[src/rtl/blood_pkg.sv]
// Shared types and constants for the blood monitoring pipeline:
// FSM state encoding, blood-type codes and sample field widths.
`timescale 1ns/1ps
package blood_pkg;

  localparam int PH_W   = 4;
  localparam int TYPE_W = 3;

  typedef enum logic [1:0] {
    ST_NORMAL  = 2'd0,
    ST_SUSPECT = 2'd1,
    ST_ALARM   = 2'd2,
    ST_RECOVER = 2'd3
  } state_t;

  // Codes produced by the upstream detector; B+ has two encodings.
  localparam logic [TYPE_W-1:0] TYPE_AB_POS  = 3'b000;
  localparam logic [TYPE_W-1:0] TYPE_A_POS   = 3'b010;
  localparam logic [TYPE_W-1:0] TYPE_B_POS_0 = 3'b100;
  localparam logic [TYPE_W-1:0] TYPE_B_POS_1 = 3'b110;

endpackage

[src/rtl/sat_counter.sv]
// Up-counter that sticks at all-ones. clr together with inc loads 1,
// which lets a run counter restart on the same edge that breaks the old run.
`timescale 1ns/1ps
module sat_counter #(
  parameter int W = 8
) (
  input  logic         clk,
  input  logic         rst_n,
  input  logic         clr,
  input  logic         inc,
  output logic [W-1:0] count
);

  localparam logic [W-1:0] MAX_VAL = {W{1'b1}};
  localparam logic [W-1:0] ONE     = W'(1);

  logic [W-1:0] count_r;

  // count register: clear/load-one has priority over saturating increment
  always_ff @(posedge clk or negedge rst_n) begin
    if (!rst_n) begin
      count_r <= '0;
    end else if (clr) begin
      count_r <= inc ? ONE : '0;
    end else if (inc && (count_r != MAX_VAL)) begin
      count_r <= count_r + ONE;
    end else begin
      count_r <= count_r;
    end
  end

  assign count = count_r;

endmodule

[src/rtl/blood_alarm_controller.sv]
// Debounced, latched alarm on runs of abnormal blood samples; needs an
// operator ack and a run of normal samples before monitoring resumes.
`timescale 1ns/1ps
module blood_alarm_controller
  import blood_pkg::*;
#(
  parameter int ALARM_THRESHOLD = 3,
  parameter int CLEAR_THRESHOLD = 2,
  parameter int CNT_W           = 4
) (
  input  logic              clk,
  input  logic              rst_n,
  input  logic              sampleValid,
  input  logic              bloodAbnormality,
  input  logic [PH_W-1:0]   bloodPH,
  input  logic [TYPE_W-1:0] bloodType,
  input  logic              alarmAck,
  output logic              alarm,
  output logic [PH_W-1:0]   alarmPH,
  output logic [TYPE_W-1:0] alarmType,
  output logic [7:0]        alarmCount,
  output logic [1:0]        state
);

  localparam logic [CNT_W:0] ALARM_TH = (CNT_W+1)'(ALARM_THRESHOLD);
  localparam logic [CNT_W:0] CLEAR_TH = (CNT_W+1)'(CLEAR_THRESHOLD);
  localparam logic [CNT_W:0] STEP     = (CNT_W+1)'(1);

  state_t              state_r, next_state_s;
  logic [CNT_W-1:0]    abn_run_r, norm_run_r;
  logic                abn_sample_s, norm_sample_s, abn_hit_s, norm_hit_s;
  logic                enter_alarm_s;
  logic                abn_clr_s, abn_inc_s, norm_clr_s, norm_inc_s;
  logic                alarm_r;
  logic [PH_W-1:0]     alarm_ph_r;
  logic [TYPE_W-1:0]   alarm_type_r;

  assign abn_sample_s  = sampleValid & bloodAbnormality;
  assign norm_sample_s = sampleValid & ~bloodAbnormality;
  assign abn_hit_s     = (({1'b0, abn_run_r} + STEP) == ALARM_TH);
  assign norm_hit_s    = (({1'b0, norm_run_r} + STEP) == CLEAR_TH);

  // state register
  always_ff @(posedge clk or negedge rst_n) begin
    if (!rst_n) begin
      state_r <= ST_NORMAL;
    end else begin
      state_r <= next_state_s;
    end
  end

  // next-state logic; in ALARM samples are ignored and ack wins
  always_comb begin
    next_state_s = state_r;
    case (state_r)
      ST_NORMAL: begin
        if (abn_sample_s) begin
          next_state_s = (ALARM_THRESHOLD == 1) ? ST_ALARM : ST_SUSPECT;
        end else begin
          next_state_s = state_r;
        end
      end
      ST_SUSPECT: begin
        if (abn_sample_s) begin
          next_state_s = abn_hit_s ? ST_ALARM : ST_SUSPECT;
        end else if (norm_sample_s) begin
          next_state_s = ST_NORMAL;
        end else begin
          next_state_s = state_r;
        end
      end
      ST_ALARM: begin
        if (alarmAck) begin
          next_state_s = ST_RECOVER;
        end else begin
          next_state_s = state_r;
        end
      end
      ST_RECOVER: begin
        if (abn_sample_s) begin
          next_state_s = ST_ALARM;
        end else if (norm_sample_s) begin
          next_state_s = norm_hit_s ? ST_NORMAL : ST_RECOVER;
        end else begin
          next_state_s = state_r;
        end
      end
      default: next_state_s = ST_NORMAL;
    endcase
  end

  // run-counter controls; any ALARM entry leaves abn_run cleared
  always_comb begin
    abn_clr_s     = 1'b0;
    abn_inc_s     = 1'b0;
    norm_clr_s    = 1'b0;
    norm_inc_s    = 1'b0;
    enter_alarm_s = (next_state_s == ST_ALARM) && (state_r != ST_ALARM);
    case (state_r)
      ST_NORMAL: begin
        if (abn_sample_s) begin
          abn_clr_s = 1'b1;
          abn_inc_s = ~enter_alarm_s;
        end else begin
          abn_clr_s = 1'b0;
        end
      end
      ST_SUSPECT: begin
        if (abn_sample_s) begin
          abn_clr_s = abn_hit_s;
          abn_inc_s = ~abn_hit_s;
        end else if (norm_sample_s) begin
          abn_clr_s = 1'b1;
        end else begin
          abn_clr_s = 1'b0;
        end
      end
      ST_ALARM: begin
        if (alarmAck) begin
          norm_clr_s = 1'b1;
        end else begin
          norm_clr_s = 1'b0;
        end
      end
      ST_RECOVER: begin
        if (abn_sample_s) begin
          abn_clr_s = 1'b1;
        end else if (norm_sample_s) begin
          norm_inc_s = 1'b1;
        end else begin
          norm_inc_s = 1'b0;
        end
      end
      default: begin
        abn_clr_s  = 1'b1;
        norm_clr_s = 1'b1;
      end
    endcase
  end

  // alarm level and capture of the triggering sample
  always_ff @(posedge clk or negedge rst_n) begin
    if (!rst_n) begin
      alarm_r      <= 1'b0;
      alarm_ph_r   <= '0;
      alarm_type_r <= '0;
    end else begin
      alarm_r <= (next_state_s == ST_ALARM);
      if (enter_alarm_s) begin
        alarm_ph_r   <= bloodPH;
        alarm_type_r <= bloodType;
      end
    end
  end

  sat_counter #(.W(CNT_W)) u_abn_run (
    .clk(clk), .rst_n(rst_n), .clr(abn_clr_s), .inc(abn_inc_s), .count(abn_run_r)
  );

  sat_counter #(.W(CNT_W)) u_norm_run (
    .clk(clk), .rst_n(rst_n), .clr(norm_clr_s), .inc(norm_inc_s), .count(norm_run_r)
  );

  sat_counter #(.W(8)) u_alarm_count (
    .clk(clk), .rst_n(rst_n), .clr(1'b0), .inc(enter_alarm_s), .count(alarmCount)
  );

  assign alarm     = alarm_r;
  assign alarmPH   = alarm_ph_r;
  assign alarmType = alarm_type_r;
  assign state     = state_r;

endmodule

[config.mk]
export PLATFORM = sky130hd
export DESIGN_NAME = blood_alarm_controller
export DESIGN_NICKNAME = d
export VERILOG_FILES = /design/src/rtl/blood_pkg.sv /design/src/rtl/sat_counter.sv /design/src/rtl/blood_alarm_controller.sv
export SDC_FILE = /design/constraint.sdc
export NUM_CORES = 1
export LEC_CHECK = 0
export ABC_CLOCK_PERIOD_IN_PS = 2820
export CAP_MARGIN = 25
export CORE_UTILIZATION = 51
export DETAILED_ROUTE_END_ITERATION = 16
export PLACE_DENSITY = 0.79
export SETUP_SLACK_MARGIN = 0.4
export SLEW_MARGIN = 20
export SYNTH_ARGS = -nofsm -noshare
export SYNTH_HDL_FRONTEND = slang
export SYNTH_SLANG_ARGS = --single-unit
[constraint.sdc]
create_clock -name clk -period 2.82 [get_ports clk]
set_clock_uncertainty 0.1 [all_clocks]
set_input_delay 0.564 -clock clk [delete_from_list [all_inputs] [get_ports clk]]
set_output_delay 0.564 -clock clk [all_outputs]
set_load 0.05 [all_outputs]
==> run_summary.xml, run 1 <==
<?xml version="1.0" encoding="UTF-8"?>
<metrics>
  <group name="run_status">
    <metric name="status" unit="">finished, violations left</metric>
    <metric name="violations" unit="">design-rule violations</metric>
  </group>
  <group name="sta">
    <metric name="maxSlewViolCount" unit="">0</metric>
    <metric name="holdWs" unit="ns">0.418</metric>
    <metric name="timing.final.crit_share" unit="">0.831</metric>
    <metric name="worst_slew_margin_rel" unit="">0.661</metric>
    <metric name="timing.final.setup_violations" unit="">0</metric>
    <metric name="finalHoldViolCount" unit="">0</metric>
    <metric name="fmaxAchievable" unit="MHz">427</metric>
    <metric name="period_needed" unit="ns">2.34</metric>
    <metric name="minimum_setup_slack_in_the_final_design" unit="ns">0.476</metric>
    <metric name="final.setup.tns" unit="ns">0</metric>
    <metric name="timing_worst_slew_pin_value" unit="ns">0.507</metric>
    <metric name="grt_setup_unrepaired" unit="">no</metric>
  </group>
  <group name="critical_path">
    <metric name="path_class" unit="">flop to flop</metric>
    <metric name="worstSetupStartpointType" unit="">flop</metric>
    <metric name="cp.required" unit="ns">2.95</metric>
    <metric name="critical_path_arrival" unit="ns">2.48</metric>
    <metric name="worstRegToRegCells" unit="">9</metric>
    <metric name="crit_fanout" unit="">7</metric>
    <metric name="cp-end-kind" unit="">flop</metric>
  </group>
  <group name="global_routing">
    <metric name="antenna_found_initial" unit="">0</metric>
    <metric name="grt_max_degree" unit="">27</metric>
    <metric name="grtUsageTotal" unit="">0.225</metric>
    <metric name="globalRouteOverflowTotal" unit="">0</metric>
    <metric name="global_route_wire_length_before_repair" unit="um">5750</metric>
    <metric name="grt_pass1_vias" unit="">1346</metric>
  </group>
  <group name="place">
    <metric name="post-place-ws" unit="ns">-0.0436</metric>
    <metric name="post-dp-hpwl" unit="um">2380</metric>
    <metric name="io_buffer_count" unit="">29</metric>
    <metric name="routabilityCongestion" unit="">0.937</metric>
  </group>
  <group name="yosys">
    <metric name="syn_inst" unit="">151</metric>
    <metric name="postSynthAreaPerCell" unit="sq um">10.2</metric>
    <metric name="synth_edf_count" unit="">0</metric>
    <metric name="synth_fp_nets" unit="">172</metric>
    <metric name="synth_top_cell_area_share" unit="">0.423</metric>
    <metric name="yosysTopAreaCell" unit="">sky130_fd_sc_hd__dfrtp_1</metric>
    <metric name="syn-cell-area" unit="sq um">1540</metric>
    <metric name="synth_async_sr_flop_share" unit="">1.00</metric>
    <metric name="yosys_warnings" unit="">0</metric>
    <metric name="postSynth.topFlopCell" unit="">sky130_fd_sc_hd__dfrtp_1</metric>
    <metric name="ys_ff_latch" unit="">26</metric>
    <metric name="yosys-top-cells-area" unit="">sky130_fd_sc_hd__dfrtp_1 42%, sky130_fd_sc_hd__ha_1 7.3%, sky130_fd_sc_hd__mux2_2 6.6%, sky130_fd_sc_hd__xor2_1 4.6%, sky130_fd_sc_hd__nand2_1 2.9%</metric>
    <metric name="seq_area_frac_synth" unit="">0.423</metric>
    <metric name="ys_types" unit="">41</metric>
  </group>
  <group name="detailed_routing">
    <metric name="vias" unit="">1365</metric>
    <metric name="viasPerCell" unit="">5.93</metric>
    <metric name="drcViolationCount" unit="">2</metric>
    <metric name="final_antenna_net_count" unit="">0</metric>
    <metric name="detail_route.iter0.violations" unit="">62</metric>
    <metric name="tritonroute_pass_1_iters" unit="">10</metric>
    <metric name="wl_per_cell" unit="um">14.4</metric>
    <metric name="post_detailed_routing_wire_length" unit="um">3310</metric>
  </group>
  <group name="clocking">
    <metric name="cts-htree-levels" unit="">1</metric>
    <metric name="path_clk_slew" unit="ns">0.13</metric>
    <metric name="cts_buffers" unit="">3</metric>
    <metric name="cts_tree" unit="">built</metric>
    <metric name="clock_tree.buffer_depth" unit="">2</metric>
    <metric name="clk_latency" unit="ns">0.33</metric>
    <metric name="cts.sink_count" unit="">26</metric>
    <metric name="cts_root_buf" unit="">sky130_fd_sc_hd__clkbuf_4</metric>
  </group>
  <group name="min_path">
    <metric name="timing.hold.worst_path_depth" unit="">1</metric>
    <metric name="hold_class" unit="">flop to flop</metric>
  </group>
  <group name="layout">
    <metric name="fillerInstances" unit="">196</metric>
    <metric name="final_nets" unit="">221</metric>
    <metric name="drive_above_1_share" unit="">0.241</metric>
    <metric name="n_antenna_cell" unit="">0</metric>
    <metric name="syn2layout_area_growth" unit="%">35.2</metric>
    <metric name="most-common-layout-cells" unit="">27 x sky130_fd_sc_hd__clkdlybuf4s50_1, 24 x sky130_fd_sc_hd__dfrtp_1, 16 x sky130_fd_sc_hd__buf_4</metric>
    <metric name="most_common_cell_after_layout_fill_and_taps_aside" unit="">sky130_fd_sc_hd__clkdlybuf4s50_1</metric>
  </group>
  <group name="floorplan">
    <metric name="dieWidth" unit="um">56.9</metric>
    <metric name="die_y" unit="um">56.9</metric>
    <metric name="initial_utilization" unit="">0.549</metric>
    <metric name="rows" unit="">19</metric>
    <metric name="design.core.area" unit="sq um">2810</metric>
    <metric name="fp.dieArea" unit="sq um">3240</metric>
    <metric name="num_ports" unit="">30</metric>
  </group>
  <group name="power_and_ir_drop">
    <metric name="cellLeakagePower" unit="nW">0.878</metric>
    <metric name="irDropWorstVdd" unit="mV">0.929</metric>
    <metric name="power-per-cell-area" unit="nW/um^2">1370</metric>
  </group>
  <group name="flow_run">
    <metric name="cap_viol_max_count" unit="">0</metric>
  </group>
</metrics>
## worst paths after layout
| kind | from | slack, ns | end |
|---|---|---|---|
| max | u_abn_run.count[0] | 0.48 | u_alarm_count.count[1] |
| min | alarmType[2] | 0.42 | alarmType[2] |
| max reg2reg | u_abn_run.count[0] | 0.48 | u_alarm_count.count[1] |
| min reg2reg | alarmType[2] | 0.42 | alarmType[2] |
| max in group asynchronous | rst_n | 1.89 | state[1] |
| min in group asynchronous | rst_n | 0.48 | u_alarm_count.count[2] |
## stage by stage
| stage | utilization | instances | area (sq um) | total power, mW |
|---|---|---|---|---|
| after floorplan | - | 151 | 1550 | 1.91 |
| after global placement | 0.686 | 217 | 1930 | 2.36 |
| after detailed placement | 0.686 | 217 | 1930 | 2.41 |
| after CTS | 0.717 | 225 | 2010 | 2.76 |
| after global routing | 0.742 | 230 | 2080 | 3.03 |
| final | 0.742 | 230 | 2080 | 2.84 |
## where the power goes
group	switching (mW)	internal (mW)	leakage, nW
Combinational	1.10	0.791	0.539
Clock	0.107	0.144	0.0279
Sequential	0.157	0.546	0.311
Total	1.36	1.48	0.878
## cell families (layout without fill, tap and decap cells)
family | count (synthesis) | count (layout) | synth area share
flip-flops | 26 | 26 | 0.423
multiplexers | 9 | 9 | 0.0659
AND/OR/NAND/NOR | 62 | 62 | 0.228
buffers and inverters | 8 | 56 | 0.0195
XOR/XNOR | 8 | 8 | 0.0455
AO/OA/AOI/OAI | 29 | 29 | 0.145
adder cells (fa/ha/maj) | 9 | 9 | 0.0732
## Yosys cell counts (all sizes together) (2+ instances only)
cell type,number
dfrtp,26
nand2,12
nor2,12
ha,9
mux2,9
xor2,8
inv,7
o21ai,7
a21oi,6
nand2b,6
nor3,6
nand3,5
nor2b,5
a221oi,3
a311oi,3
nor4,3
a211oi,2
a31oi,2
and2,2
and3,2
nand4,2
or2,2
## worst max-delay path, stage by stage (launching register included)
cell                      delay (ns)
sky130_fd_sc_hd__dfrtp_1        0.44
sky130_fd_sc_hd__inv_1          0.09
sky130_fd_sc_hd__ha_1           0.17
sky130_fd_sc_hd__nor2b_4        0.17
sky130_fd_sc_hd__o21ai_0        0.08
sky130_fd_sc_hd__o21ai_0        0.18
sky130_fd_sc_hd__buf_4          0.15
sky130_fd_sc_hd__a31oi_4        0.15
sky130_fd_sc_hd__nor4_4         0.34
sky130_fd_sc_hd__mux2_2         0.37
## layer usage
layer | share of wire | GRT usage
met2 | 0.49 | 0.366
met5 | 0 | 0
met4 | 0.030 | 0.129
met1 | 0.43 | 0.291
met3 | 0.055 | 0.0317
## sequential cells by signal, summed over array words and instances, names as in the netlist
name,flops
u_norm_run.count,4
alarm,1
state,2
u_alarm_count.count,8
alarmType,3
u_abn_run.count,4
alarmPH,4
## area by class of cell
class	count	area (sq um)	area share
Timing Repair Buffer	45	408	0.196
Multi-Input combinational cell	117	902	0.434
Tap cell	31	38.8	0.0186
Clock buffer	3	22.5	0.0108
Sequential cell	26	653	0.314
Inverter	7	26.3	0.0126
Clock inverter	1	30.0	0.0144
## timing repair
item | CTS | global route
hold buffers | 0 | 0
gates resized for setup | 3 | 10
setup buffers | 4 | 5
pin swaps | 3 | 3
endpoints found under the setup margin | 10 | 14
No activity file was read; power rests on OpenSTA's default activity.
==> run 2, diff against run 1 <==
Settings changed: ABC_CLOCK_PERIOD_IN_PS 2820 to 2100, CORE_UTILIZATION 51 to 46, PLACE_DENSITY 0.79 to 0.75.
Clock period 2.82 ns to 2.1 ns, I/O delays scaled along.
==> run_summary.xml, run 2 (same netlist as run 1, synthesis figures left out) <==
<?xml version="1.0" encoding="UTF-8"?>
<metrics>
  <group name="detailed_routing">
    <metric name="detail_route.iter0.violations" unit="">91</metric>
    <metric name="drcViolationCount" unit="">0</metric>
    <metric name="wl_per_cell" unit="um">17.9</metric>
    <metric name="viasPerCell" unit="">5.59</metric>
    <metric name="final_antenna_net_count" unit="">0</metric>
    <metric name="post_detailed_routing_wire_length" unit="um">4800</metric>
    <metric name="vias" unit="">1505</metric>
    <metric name="tritonroute_pass_1_iters" unit="">4</metric>
  </group>
  <group name="global_routing">
    <metric name="grtUsageTotal" unit="">0.264</metric>
    <metric name="global_route_wire_length_before_repair" unit="um">6990</metric>
    <metric name="globalRouteOverflowTotal" unit="">0</metric>
    <metric name="grt_pass1_vias" unit="">1526</metric>
    <metric name="antenna_found_initial" unit="">0</metric>
    <metric name="grt_max_degree" unit="">27</metric>
  </group>
  <group name="layout">
    <metric name="n_antenna_cell" unit="">0</metric>
    <metric name="syn2layout_area_growth" unit="%">66.0</metric>
    <metric name="most_common_cell_after_layout_fill_and_taps_aside" unit="">sky130_fd_sc_hd__buf_4</metric>
    <metric name="largest_register_ff_count" unit="">8</metric>
    <metric name="finalInstanceArea" unit="sq um">2550</metric>
    <metric name="final_nets" unit="">247</metric>
    <metric name="most-common-layout-cells" unit="">37 x sky130_fd_sc_hd__buf_4, 22 x sky130_fd_sc_hd__dfrtp_1, 11 x sky130_fd_sc_hd__buf_6</metric>
    <metric name="final_util" unit="">0.823</metric>
    <metric name="non_filler_instance_count_after_layout" unit="">269</metric>
    <metric name="fillerInstances" unit="">182</metric>
    <metric name="drive_above_1_share" unit="">0.547</metric>
    <metric name="multiInputGateArea" unit="sq um">1140</metric>
    <metric name="area.sequential" unit="sq um">656</metric>
  </group>
  <group name="clocking">
    <metric name="cts_tree" unit="">built</metric>
    <metric name="cts_root_buf" unit="">sky130_fd_sc_hd__clkbuf_4</metric>
    <metric name="clock_tree.buffer_depth" unit="">2</metric>
    <metric name="cts.sink_count" unit="">26</metric>
    <metric name="postCtsHoldBufs" unit="">0</metric>
    <metric name="cts-htree-levels" unit="">1</metric>
    <metric name="path_clk_slew" unit="ns">0.15</metric>
    <metric name="clk_latency" unit="ns">0.34</metric>
    <metric name="cts_buffers" unit="">3</metric>
  </group>
  <group name="critical_path">
    <metric name="regToRegStartpoint" unit="">u_abn_run.count[0]</metric>
    <metric name="cp-end-kind" unit="">flop</metric>
    <metric name="cp.required" unit="ns">2.25</metric>
    <metric name="critPathLaunch" unit="">u_abn_run.count[0]</metric>
    <metric name="critical_path_arrival" unit="ns">2.46</metric>
    <metric name="path_class" unit="">flop to flop</metric>
    <metric name="worstRegToRegCells" unit="">8</metric>
    <metric name="worstSetupStartpointType" unit="">flop</metric>
    <metric name="rrSetupSlack" unit="ns">-0.21</metric>
    <metric name="crit_fanout" unit="">7</metric>
    <metric name="endpoint_of_the_lowest_slack_register_to_register_path" unit="">u_alarm_count.count[1]</metric>
    <metric name="worst_setup_path_endpoint" unit="">u_alarm_count.count[1]</metric>
  </group>
  <group name="sta">
    <metric name="timing_worst_slew_pin_value" unit="ns">0.519</metric>
    <metric name="final.setup.tns" unit="ns">-2.63</metric>
    <metric name="timing.final.crit_share" unit="">1.10</metric>
    <metric name="fmaxAchievable" unit="MHz">432</metric>
    <metric name="holdWs" unit="ns">0.320</metric>
    <metric name="period_needed" unit="ns">2.31</metric>
    <metric name="maxSlewViolCount" unit="">0</metric>
    <metric name="timing.final.setup_violations" unit="">16</metric>
    <metric name="worst_slew_margin_rel" unit="">0.652</metric>
    <metric name="minimum_setup_slack_in_the_final_design" unit="ns">-0.214</metric>
    <metric name="finalHoldViolCount" unit="">0</metric>
    <metric name="grt_setup_unrepaired" unit="">yes</metric>
  </group>
  <group name="place">
    <metric name="routabilityCongestion" unit="">0.872</metric>
    <metric name="placement_stage_cell_area" unit="sq um">2090</metric>
    <metric name="post-place-ws" unit="ns">-0.501</metric>
    <metric name="io_buffer_count" unit="">29</metric>
    <metric name="post-dp-hpwl" unit="um">2730</metric>
    <metric name="numPlacedInstances" unit="">248</metric>
  </group>
  <group name="power_and_ir_drop">
    <metric name="irDropWorstVdd" unit="mV">1.38</metric>
    <metric name="cellLeakagePower" unit="nW">1.10</metric>
    <metric name="finalPower" unit="mW">4.69</metric>
    <metric name="power-per-cell-area" unit="nW/um^2">1840</metric>
  </group>
  <group name="floorplan">
    <metric name="num_ports" unit="">30</metric>
    <metric name="design.core.area" unit="sq um">3100</metric>
    <metric name="fp.dieArea" unit="sq um">3580</metric>
    <metric name="rows" unit="">20</metric>
    <metric name="die_y" unit="um">59.8</metric>
    <metric name="initial_utilization" unit="">0.496</metric>
    <metric name="dieWidth" unit="um">59.8</metric>
  </group>
  <group name="run_status">
    <metric name="status" unit="">finished, violations left</metric>
    <metric name="violations" unit="">negative setup slack</metric>
  </group>
  <group name="min_path">
    <metric name="hold_class" unit="">input pin to async pin</metric>
  </group>
  <group name="flow_run">
    <metric name="cap_viol_max_count" unit="">0</metric>
  </group>
</metrics>
==> run 2: changes by cell type in the layout (fill, tap and decap cells not counted), moves of 3 or more <==
cell                              delta
sky130_fd_sc_hd__mux2_2              -8
sky130_fd_sc_hd__buf_4              +21
sky130_fd_sc_hd__nor3_2              +5
sky130_fd_sc_hd__nor3_1              -5
sky130_fd_sc_hd__mux2_4              +8
sky130_fd_sc_hd__buf_6              +11
sky130_fd_sc_hd__nand2_1             -3
sky130_fd_sc_hd__clkdlybuf4s50_1    -18
sky130_fd_sc_hd__ha_4                +3
sky130_fd_sc_hd__ha_1                -4
sky130_fd_sc_hd__clkdlybuf4s15_2    +10
==> run 2: critical path: stages, from the launching register on <==
cell and delay, ns:
sky130_fd_sc_hd__dfrtp_1 0.46, sky130_fd_sc_hd__inv_1 0.11, sky130_fd_sc_hd__ha_1 0.19, sky130_fd_sc_hd__nor2b_4 0.23, sky130_fd_sc_hd__o21ai_2 0.09, sky130_fd_sc_hd__o21ai_2 0.17
sky130_fd_sc_hd__a31oi_4 0.18, sky130_fd_sc_hd__nor4_4 0.36, sky130_fd_sc_hd__mux2_4 0.33
==> run 2: layer usage <==
| layer | global-route usage | vias up | share of wire |
|---|---|---|---|
| met4 | 0.106 | 0 | 0.014 |
| li1 | - | 688 | - |
| met5 | 0 | - | 0 |
| met2 | 0.481 | 46 | 0.52 |
| met3 | 0.0325 | 8 | 0.034 |
| met1 | 0.313 | 763 | 0.43 |
==> run 2: how the worst min path moves through the flow <==
stage,start,to,cells after the start
floorplan,rst_n,alarm,0
global placement,u_alarm_count.count[0],u_alarm_count.count[0],1
detailed placement,alarmPH[3],alarmPH[3],1
CTS,rst_n,alarmPH[2],2
global route,rst_n,alarmPH[3],2
finish,rst_n,alarmPH[2],2
==> run 2: report_power, final <==
part,switching [mW],leakage (nW),internal (mW),total [mW]
sequential,0.251,0.309,0.737,0.989
combinational,1.88,0.773,1.55,3.43
clock,0.164,0.0210,0.107,0.271
==> run 2: what timing repair did <==
action	4_1_cts	5_1_grt
pin swaps	12	18
endpoints found under the setup margin	36	28
buffers inserted	12	5
resized for setup	63	44
==> run 2: final cells by class <==
cell class / instances / share of cell area
tap: 44 / 0.0215
sequential: 26 / 0.257
inverter: 7 / 0.0103
multi-input combinational: 117 / 0.447
timing repair buffer: 71 / 0.250
clock buffer: 4 / 0.0142
==> run 3, diff against run 2 <==
Settings changed: CORE_MARGIN from default to 2.
==> run_summary.xml, run 3 (same netlist as run 1, synthesis figures left out) <==
<?xml version="1.0" encoding="UTF-8"?>
<metrics>
  <group name="run_status">
    <metric name="status" unit="">finished, violations left</metric>
    <metric name="violations" unit="">negative setup slack</metric>
  </group>
  <group name="clocking">
    <metric name="path_clk_slew" unit="ns">0.14</metric>
    <metric name="clk_latency" unit="ns">0.33</metric>
    <metric name="cts_tree" unit="">built</metric>
    <metric name="postCtsHoldBufs" unit="">0</metric>
    <metric name="clock_tree.buffer_depth" unit="">2</metric>
    <metric name="cts.sink_count" unit="">26</metric>
    <metric name="cts_buffers" unit="">3</metric>
    <metric name="cts-htree-levels" unit="">1</metric>
    <metric name="cts_root_buf" unit="">sky130_fd_sc_hd__clkbuf_4</metric>
  </group>
  <group name="critical_path">
    <metric name="worstRegToRegCells" unit="">8</metric>
    <metric name="critical_path_arrival" unit="ns">2.40</metric>
    <metric name="critPathBufInv" unit="">1</metric>
    <metric name="cp-end-kind" unit="">flop</metric>
    <metric name="worstSetupStartpointType" unit="">flop</metric>
    <metric name="cp.required" unit="ns">2.23</metric>
    <metric name="critPathSlowestCell" unit="">sky130_fd_sc_hd__dfrtp_1</metric>
    <metric name="crit_fanout" unit="">7</metric>
    <metric name="worst_path_cell_chain" unit="">ha_2 &gt; or2_1 &gt; o21ai_1 &gt; a311oi_4 &gt; a211oi_4 &gt; buf_6 &gt; nor4_4 &gt; mux2_4</metric>
    <metric name="cp_slowest_stage_delay" unit="ns">0.43</metric>
    <metric name="worst-path-stages" unit="">8</metric>
    <metric name="path_class" unit="">flop to flop</metric>
    <metric name="critical-path-top-delay-family" unit="">compound AO/OA/AOI/OAI gates</metric>
  </group>
  <group name="power_and_ir_drop">
    <metric name="power-per-cell-area" unit="nW/um^2">1850</metric>
    <metric name="cellLeakagePower" unit="nW">1.08</metric>
    <metric name="irDropWorstVdd" unit="mV">1.41</metric>
  </group>
  <group name="sta">
    <metric name="period_needed" unit="ns">2.27</metric>
    <metric name="final.setup.tns" unit="ns">-1.84</metric>
    <metric name="fmaxAchievable" unit="MHz">441</metric>
    <metric name="worst_slew_margin_rel" unit="">0.778</metric>
    <metric name="minimum_setup_slack_in_the_final_design" unit="ns">-0.167</metric>
    <metric name="timing_worst_slew_pin_value" unit="ns">0.333</metric>
    <metric name="holdWs" unit="ns">0.335</metric>
    <metric name="maxSlewViolCount" unit="">0</metric>
    <metric name="timing.final.setup_violations" unit="">15</metric>
    <metric name="finalHoldViolCount" unit="">0</metric>
    <metric name="timing.final.crit_share" unit="">1.08</metric>
    <metric name="grt_setup_unrepaired" unit="">yes</metric>
  </group>
  <group name="floorplan">
    <metric name="initial_utilization" unit="">0.469</metric>
    <metric name="die_y" unit="um">61.8</metric>
    <metric name="fp.dieArea" unit="sq um">3820</metric>
    <metric name="dieWidth" unit="um">61.8</metric>
    <metric name="rows" unit="">21</metric>
    <metric name="design.core.area" unit="sq um">3280</metric>
    <metric name="num_ports" unit="">30</metric>
  </group>
  <group name="place">
    <metric name="routabilityCongestion" unit="">0.868</metric>
    <metric name="io_buffer_count" unit="">29</metric>
    <metric name="post-dp-hpwl" unit="um">2770</metric>
    <metric name="placement_stage_cell_area" unit="sq um">2110</metric>
    <metric name="post-place-ws" unit="ns">-0.533</metric>
  </group>
  <group name="layout">
    <metric name="largest_register_ff_count" unit="">8</metric>
    <metric name="drive_above_1_share" unit="">0.520</metric>
    <metric name="most-common-layout-cells" unit="">37 x sky130_fd_sc_hd__buf_4, 22 x sky130_fd_sc_hd__dfrtp_1, 11 x sky130_fd_sc_hd__nand2_1</metric>
    <metric name="syn2layout_area_growth" unit="%">62.8</metric>
    <metric name="final_util" unit="">0.763</metric>
    <metric name="most_common_cell_after_layout_fill_and_taps_aside" unit="">sky130_fd_sc_hd__buf_4</metric>
    <metric name="finalInstanceArea" unit="sq um">2510</metric>
    <metric name="final_nets" unit="">247</metric>
    <metric name="n_antenna_cell" unit="">0</metric>
  </group>
  <group name="detailed_routing">
    <metric name="detail_route.iter0.violations" unit="">88</metric>
    <metric name="post_detailed_routing_wire_length" unit="um">4460</metric>
    <metric name="final_antenna_net_count" unit="">0</metric>
    <metric name="drcViolationCount" unit="">0</metric>
    <metric name="tritonroute_pass_1_iters" unit="">4</metric>
    <metric name="viasPerCell" unit="">5.47</metric>
    <metric name="wl_per_cell" unit="um">16.4</metric>
    <metric name="vias" unit="">1483</metric>
  </group>
  <group name="global_routing">
    <metric name="grt_max_degree" unit="">27</metric>
    <metric name="global_route_wire_length_before_repair" unit="um">6630</metric>
    <metric name="globalRouteOverflowTotal" unit="">0</metric>
    <metric name="grt_pass1_vias" unit="">1427</metric>
    <metric name="antenna_found_initial" unit="">0</metric>
    <metric name="grtUsageTotal" unit="">0.238</metric>
  </group>
  <group name="flow_run">
    <metric name="cap_viol_max_count" unit="">0</metric>
  </group>
  <group name="min_path">
    <metric name="hold_class" unit="">input pin to async pin</metric>
  </group>
</metrics>
[run 3: layer usage]
layer,up-vias,part of all wire,track usage
met2,51,0.51,0.412
met1,731,0.43,0.309
met5,-,0,0
li1,693,-,-
met4,0,0.015,0.0790
met3,8,0.045,0.0290
[run 3: report_power, final]
| group | internal, mW | total, mW | switching, mW |
|---|---|---|---|
| clock | 0.0745 | 0.224 | 0.150 |
| combinational | 1.59 | 3.46 | 1.87 |
| sequential | 0.738 | 0.963 | 0.225 |
| total | 2.40 | 4.65 | 2.24 |
[run 3: per-stage QoR]
stage,total power [mW],cells
2_1_floorplan,2.62,151
3_3_place_gp,3.52,252
3_5_place_dp,3.61,252
4_1_cts,4.39,269
5_1_grt,4.91,271
6_report,4.65,271
[run 3: what timing repair did]
item                                    4_1_cts  5_1_grt
gates resized for setup                      78       30
cloned                                        0        0
pin swaps                                    13        7
endpoints found under the setup margin       37       30
buffers inserted                             13        2
[run 3: path summary, 6_finish.rpt]
path | start | end | slack [ns]
max in group asynchronous | rst_n | state[1] | 1.29
min | rst_n | u_norm_run.count[2] | 0.34
max | u_norm_run.count[0] | u_alarm_count.count[1] | -0.17
min reg2reg | u_alarm_count.count[0] | u_alarm_count.count[0] | 0.41
min in group clk | u_alarm_count.count[0] | u_alarm_count.count[0] | 0.41
max reg2reg | u_norm_run.count[0] | u_alarm_count.count[1] | -0.17
[run 3: area by class of cell]
type / count / area [sq um]
inverters: 7 / 26.3
repair buffers: 71 / 632
multi-input cells: 117 / 1110
clock buffers: 4 / 26.3
flip-flops and latches: 26 / 656
fillers: 226 / 778
well taps: 46 / 57.6
